`config.mk`:
```
export PLATFORM = sky130hd
export DESIGN_NAME = tmds_ser_flat
export DESIGN_NICKNAME = d
export VERILOG_FILES = /design/src/rtl/tmds_ser_pkg.sv /design/src/rtl/tmds_ser_if.sv /design/src/rtl/tmds_shreg.sv /design/src/rtl/tmds_ser.sv /design/src/flat_wrapper.sv
export SDC_FILE = /design/constraint.sdc
export NUM_CORES = 1
export LEC_CHECK = 0
export CELL_PAD_IN_SITES_DETAIL_PLACEMENT = 1
export CELL_PAD_IN_SITES_GLOBAL_PLACEMENT = 1
export CORE_MARGIN = 2
export CORE_UTILIZATION = 50
export DETAILED_ROUTE_END_ITERATION = 10
export GPL_TIMING_DRIVEN = 0
export PLACE_DENSITY = 0.86
export SLEW_MARGIN = 15
export SYNTH_ARGS = -nofsm -noshare
export SYNTH_HDL_FRONTEND = slang
export SYNTH_HIERARCHICAL = 1
export SYNTH_SLANG_ARGS = --single-unit
```
`constraint.sdc`:
```
create_clock -name clk_i -period 2.35 [get_ports clk_i]
set_input_delay 0.47 -clock clk_i [delete_from_list [all_inputs] [get_ports clk_i]]
set_output_delay 0.47 -clock clk_i [all_outputs]
set_load 0.05 [all_outputs]
```
`src/rtl/tmds_ser_pkg.sv`:
```
// tmds_ser_pkg: shared TMDS constants, control tokens and serializer state encoding
package tmds_ser_pkg;
  localparam int TMDS_W = 10;
  localparam logic [TMDS_W-1:0] CTRL_00 = 10'b1101010100;
  localparam logic [TMDS_W-1:0] CTRL_01 = 10'b0010101011;
  localparam logic [TMDS_W-1:0] CTRL_10 = 10'b0101010100;
  localparam logic [TMDS_W-1:0] CTRL_11 = 10'b1010101011;
  localparam logic [TMDS_W-1:0] CLK_PATTERN = 10'b0000011111;
  typedef enum logic {ST_IDLE, ST_RUN} st_t;
endpackage

```
`src/rtl/tmds_ser_if.sv`:
```
// tmds_ser_if: word handshake, underrun control and serial outputs of the TMDS serializer
interface tmds_ser_if
  import tmds_ser_pkg::*;
#(
  parameter int LANES = 3
);
  logic [LANES*TMDS_W-1:0] dat_i;
  logic dat_vld_i;
  logic dat_rdy_o;
  logic urun_clr_i;
  logic urun_o;
  logic [LANES:0] ser_o;
  modport master(output dat_i, dat_vld_i, urun_clr_i, input dat_rdy_o, ser_o, urun_o);
  modport slave(input dat_i, dat_vld_i, urun_clr_i, output dat_rdy_o, ser_o, urun_o);
endinterface

```
`src/rtl/tmds_shreg.sv`:
```
// tmds_shreg: 10-bit load/shift-right register emitting its LSB each bit clock
module tmds_shreg
  import tmds_ser_pkg::*;
#(
  parameter logic [TMDS_W-1:0] INIT = CTRL_00
) (
  input  logic              clk_i,
  input  logic              rst_i,
  input  logic              ld,
  input  logic [TMDS_W-1:0] d,
  output logic              q
);
  logic [TMDS_W-1:0] sh;
  always_ff @(posedge clk_i or posedge rst_i)
    if (rst_i) sh <= INIT;
    else sh <= ld ? d : {1'b0, sh[TMDS_W-1:1]};
  assign q = sh[0];
endmodule

```
`src/rtl/tmds_ser.sv`:
```
// tmds_ser: TMDS parallel-to-serial stage with holding buffer, clock lane and underrun flag
module tmds_ser
  import tmds_ser_pkg::*;
#(
  parameter int LANES = 3,
  parameter logic [TMDS_W-1:0] IDLE_WORD = CTRL_00
) (
  input logic clk_i,
  input logic rst_i,
  tmds_ser_if.slave bus
);
  logic [3:0] bit_cnt;
  logic [LANES*TMDS_W-1:0] hold_q;
  logic hold_vld, urun, ld, acc;
  logic [LANES:0] ser;
  st_t st;
  assign ld = bit_cnt == 4'd9;
  assign acc = bus.dat_vld_i && !hold_vld;
  assign bus.dat_rdy_o = !hold_vld;
  assign bus.urun_o = urun;
  assign bus.ser_o = ser;
  always_ff @(posedge clk_i or posedge rst_i)
    if (rst_i) begin
      bit_cnt <= '0;
      hold_vld <= 1'b0;
      hold_q <= '0;
      st <= ST_IDLE;
      urun <= 1'b0;
    end else begin
      bit_cnt <= ld ? 4'd0 : bit_cnt + 4'd1;
      hold_vld <= acc || (hold_vld && !ld);
      if (acc) hold_q <= bus.dat_i;
      if (acc) st <= ST_RUN;
      // an empty load only counts as underrun once real data has started flowing
      urun <= (ld && !hold_vld && st == ST_RUN) || (urun && !bus.urun_clr_i);
    end
  for (genvar l = 0; l < LANES; l++) begin : g_lane
    tmds_shreg #(.INIT(IDLE_WORD)) u_sh (
      .clk_i(clk_i),
      .rst_i(rst_i),
      .ld   (ld),
      .d    (hold_vld ? hold_q[l*TMDS_W+:TMDS_W] : IDLE_WORD),
      .q    (ser[l])
    );
  end
  tmds_shreg #(.INIT(CLK_PATTERN)) u_ck (
    .clk_i(clk_i),
    .rst_i(rst_i),
    .ld   (ld),
    .d    (CLK_PATTERN),
    .q    (ser[LANES])
  );
endmodule
```
`src/flat_wrapper.sv`:
```
// flat-port wrapper written by rule: the top's interface ports become plain ports
module tmds_ser_flat import tmds_ser_pkg::*;
#(
  parameter int LANES = 3,
  parameter logic [TMDS_W-1:0] IDLE_WORD = CTRL_00
)
  (clk_i, rst_i, bus_dat_i, bus_dat_vld_i, bus_urun_clr_i, bus_dat_rdy_o, bus_ser_o, bus_urun_o);
  tmds_ser_if #(.LANES(LANES)) bus_i ();
  input logic clk_i;
  input logic rst_i;
  input wire logic [$bits(bus_i.dat_i)-1:0] bus_dat_i;
  input wire logic [$bits(bus_i.dat_vld_i)-1:0] bus_dat_vld_i;
  input wire logic [$bits(bus_i.urun_clr_i)-1:0] bus_urun_clr_i;
  output wire logic [$bits(bus_i.dat_rdy_o)-1:0] bus_dat_rdy_o;
  output wire logic [$bits(bus_i.ser_o)-1:0] bus_ser_o;
  output wire logic [$bits(bus_i.urun_o)-1:0] bus_urun_o;
  assign bus_i.dat_i = bus_dat_i;
  assign bus_i.dat_vld_i = bus_dat_vld_i;
  assign bus_i.urun_clr_i = bus_urun_clr_i;
  assign bus_dat_rdy_o = bus_i.dat_rdy_o;
  assign bus_ser_o = bus_i.ser_o;
  assign bus_urun_o = bus_i.urun_o;
  tmds_ser #(.LANES(LANES), .IDLE_WORD(IDLE_WORD)) u_core (.clk_i(clk_i), .rst_i(rst_i), .bus(bus_i));
endmodule
```
==> summary.txt <==
Status
  – Outcome: finished, final reports clean

Critical path
  – CP top delay family: buffers and inverters
  – Critical Path RT: 1.88 ns
  – CP Class: reg2out
  – Critical register-to-register path startpoint: u_core/bit_cnt[3]$_DFF_PP0_
  – Worst setup EP type: primary output
  – Worst path buffer plus inverter count: 1
  – Worst endpoint data arrival time: 1.66 ns
  – Maximum fanout along the worst path: 1
  – Worst R2R End: u_core/g_lane[0].u_sh/sh[3]$_DFF_PP0_
  – Cell-by-cell trace of the critical path: clkdlybuf4s50_1
  – R2R depth: 5
  – CP Launch Type: register
  – Crit-path max cell delay: 0.79 ns
  – Worst R2R Setup Slack: 0.57 ns
  – Crit-path slowest cell: clkdlybuf4s50_1
  – Crit. path cell count: 1

Layout
  – FF+latch area: 1950 µm²
  – Net count, final: 306
  – Final Cell Area: 4190 µm²
  – Area growth syn-to-layout: 22.7%
  – Filler instances: 628
  – Area of the multi-input gates: 1330 µm²
  – Antenna cells: 0
  – Share of post-route cells with drive strength above 1: 41.9%

Global route
  – First-pass GRT wire length: 10.8 mm
  – Grt total ovfl: 0
  – Antenna violations before repair: 0
  – Largest net degree at the start of global routing: 28
  – Vias in the first global route: 2,088
  – Total GRT Usage: 19.6%

Route
  – Drt drc: 0
  – Vias/cell: 4.99
  – Total Wirelength: 6.51 mm
  – First drt pass iteration count: 4
  – Wirelength per Cell: 18.2 µm
  – Iter 0 DRT Violations: 56
  – Vias: 1,783
  – DRT antenna net count: 0

Pwr
  – PD cells: 960 nW/µm²
  – Worst vdd ir: 486 µV
  – Leakage power total: 2.05 nW

Clock tree
  – Worst-path clk slew: 0.08 ns
  – Clock Tree Buf Depth: 2
  – Cts hold-fix bufs: 0
  – CTS buffer count: 9
  – Worst skew pair latency: 0.35 ns
  – TritonCTS clock tree: built
  – Root buffer cell: clkbuf_8
  – CTS sink cnt: 77
  – Max H-tree Level: 3

STA
  – Slew @ Worst Pin: 0.551 ns
  – Sum Neg Setup Slack: 0 ns
  – Part of the cycle the worst path needs: 90.6%
  – Unrepaired setup endpoints after global routing: false
  – Relative slew slack: 63.3%
  – Clock Skew: 0.00890 ns
  – Fin. Hold Viols: 0
  – Final Max Tran Viols: 0
  – WHS: 0.474 ns
  – Min Tclk post-route: 2.13 ns
  – Max frequency: 470 MHz
  – Final Setup Violations: 0

Synthesis
  – Seq cells post-synth: 77
  – Cells after Synth: 214
  – Top FF cell, synth: dfrtp_1
  – Sequential cell area fraction in the yosys report: 57.1%
  – EDFF count, synth: 0
  – Netlist cell types: 25
  – Largest cells by area after synthesis: dfrtp_1 (42%), mux2_4 (28%), dfstp_2 (15%)
  – Warnings from Yosys: 6
  – Average size of a mapped cell: 16.0 µm²
  – Top-area cell type share of the netlist area: 41.7%
  – Most frequent cells after synthesis: mux2_4 (64), dfrtp_1 (57), dfstp_2 (20)
  – Most frequent cell after synthesis: mux2_4
  – Synth Cell Area: 3420 µm²
  – Post-synth ARST share: 100%
  – Area leader, netlist: dfrtp_1

Floorplan
  – Die Width: 86.7 µm
  – Row cnt: 30
  – Die area: 7510 µm²
  – CORE AREA: 6720 µm²
  – Die H: 86.7 µm
  – Io pins: 40
  – Starting Density: 50.9%

Hold path
  – HP Start: u_core/st$_DFFE_PP0P_
  – Hold Path End: u_core/st$_DFFE_PP0P_
  – Hold Crit Class: reg2reg
  – Hold Path Cell Cnt: 1

Placed design
  – DP Area: 3960 µm²
  – Placer congestion estimate: 0.705
  – Port buffer count: 39
  – Detail Placement HPWL: 4.30 mm

Run
  – Maxcap violations: 0
==> power by group <==
group / switching, mW / internal [mW] / total (mW)
combinational: 0.380 / 0.737 / 1.12
sequential: 0.135 / 1.58 / 1.71
clock: 0.466 / 0.734 / 1.20
total: 0.980 / 3.05 / 4.03
==> cell families (layout without fill, tap and decap cells) <==
| kind of cell | after synthesis | count (layout) | synth area share [%] |
|---|---|---|---|
| DFF | 77 | 77 | 57.1 |
| buffers and inverters | 22 | 77 | 4.79 |
| other | 2 | 10 | 0.220 |
| and+or+nand+nor | 41 | 41 | 7.61 |
| xor gates and xnor gates | 1 | 1 | 0.256 |
| muxes | 67 | 67 | 29.1 |
| AOI/OAI and AO/OA | 4 | 4 | 0.915 |
==> per-stage QoR <==
step | setup WS (ns) | cells | util, % | total power [mW]
finish | 0.220 | 357 | 62.4 | 4.03
CTS | 0.196 | 357 | 62.4 | 4.07
global route | 0.180 | 357 | 62.4 | 4.22
floorplan | 0.912 | 222 | - | 2.57
global placement | -0.0127 | 341 | 58.6 | 2.79
detailed placement | 0.231 | 342 | 58.9 | 2.84
==> worst register-to-register path: stages, from the launching register on <==
cell      delay (ns)
dfrtp_1         0.40
nor2b_1         0.28
nand3b_1        0.21
inv_1           0.24
buf_6           0.21
mux2_4          0.32
==> per-layer routing <==
| metal | up-vias | GRT usage [%] | share of wire (%) | routed length (µm) |
|---|---|---|---|---|
| li1 | 811 | - | - | - |
| met1 | 919 | 23.6 | 44 | 2840 |
| met2 | 38 | 33.1 | 50 | 3270 |
| met3 | 15 | 5.81 | 4.1 | 270 |
| met4 | 0 | 7.39 | 2.1 | 135 |
| met5 | - | 0 | 0 | 0 |
==> flip-flops by register name (all words and copies together) (netlist names) <==
signal / cells
u_core/hold_q: 30
u_core/hold_vld: 1
u_core/st: 1
u_core/bit_cnt: 4
u_core/u_ck/sh: 10
u_core/g_lane.u_sh/sh: 30
u_core/bus.urun_o: 1
==> worst max-delay path by stage <==
stage / start / to / slack, ns
finish: u_core/u_ck/sh[0]$_DFF_PP1_ / bus_ser_o[3] / 0.22
global route: u_core/u_ck/sh[0]$_DFF_PP1_ / bus_ser_o[3] / 0.18
CTS: u_core/u_ck/sh[0]$_DFF_PP1_ / bus_ser_o[3] / 0.20
detailed placement: u_core/hold_vld$_DFF_PP0_ / bus_dat_rdy_o / 0.23
global placement: rst_i / u_core/bit_cnt[2]$_DFF_PP0_ / -0.01
floorplan: u_core/bit_cnt[2]$_DFF_PP0_ / u_core/g_lane[0].u_sh/sh[0]$_DFF_PP0_ / 0.91
==> what timing repair did <==
| action | in CTS | in global routing |
|---|---|---|
| gates resized for setup | 1 | 0 |
| endpoints found under the setup margin | 1 | 0 |
| setup buffers | 0 | 0 |
==> placed cells by master, fill, tap and decap left out, types with 2 or more instances in the layout <==
master	n
bufinv_16	3
mux2_2	3
and2_1	15
buf_6	5
inv_1	10
nor2b_1	2
nand2b_1	12
clkbuf_1	4
buf_12	3
or2b_1	3
mux2_4	64
dfstp_2	20
clkdlybuf4s50_1	38
conb_1	10
clkbuf_8	10
dfrtp_1	57
and2_2	4
==> final cells by class <==
cell class	count	area share (%)
clock buffers	12	3.46
inverters	11	0.984
clock inverters	4	2.27
flip-flops and latches	77	46.5
plain buffers	10	2.83
well taps	80	2.39
repair buffers	40	9.76
multi-input cells	123	31.8
No activity file was read; power rests on OpenSTA's default activity.
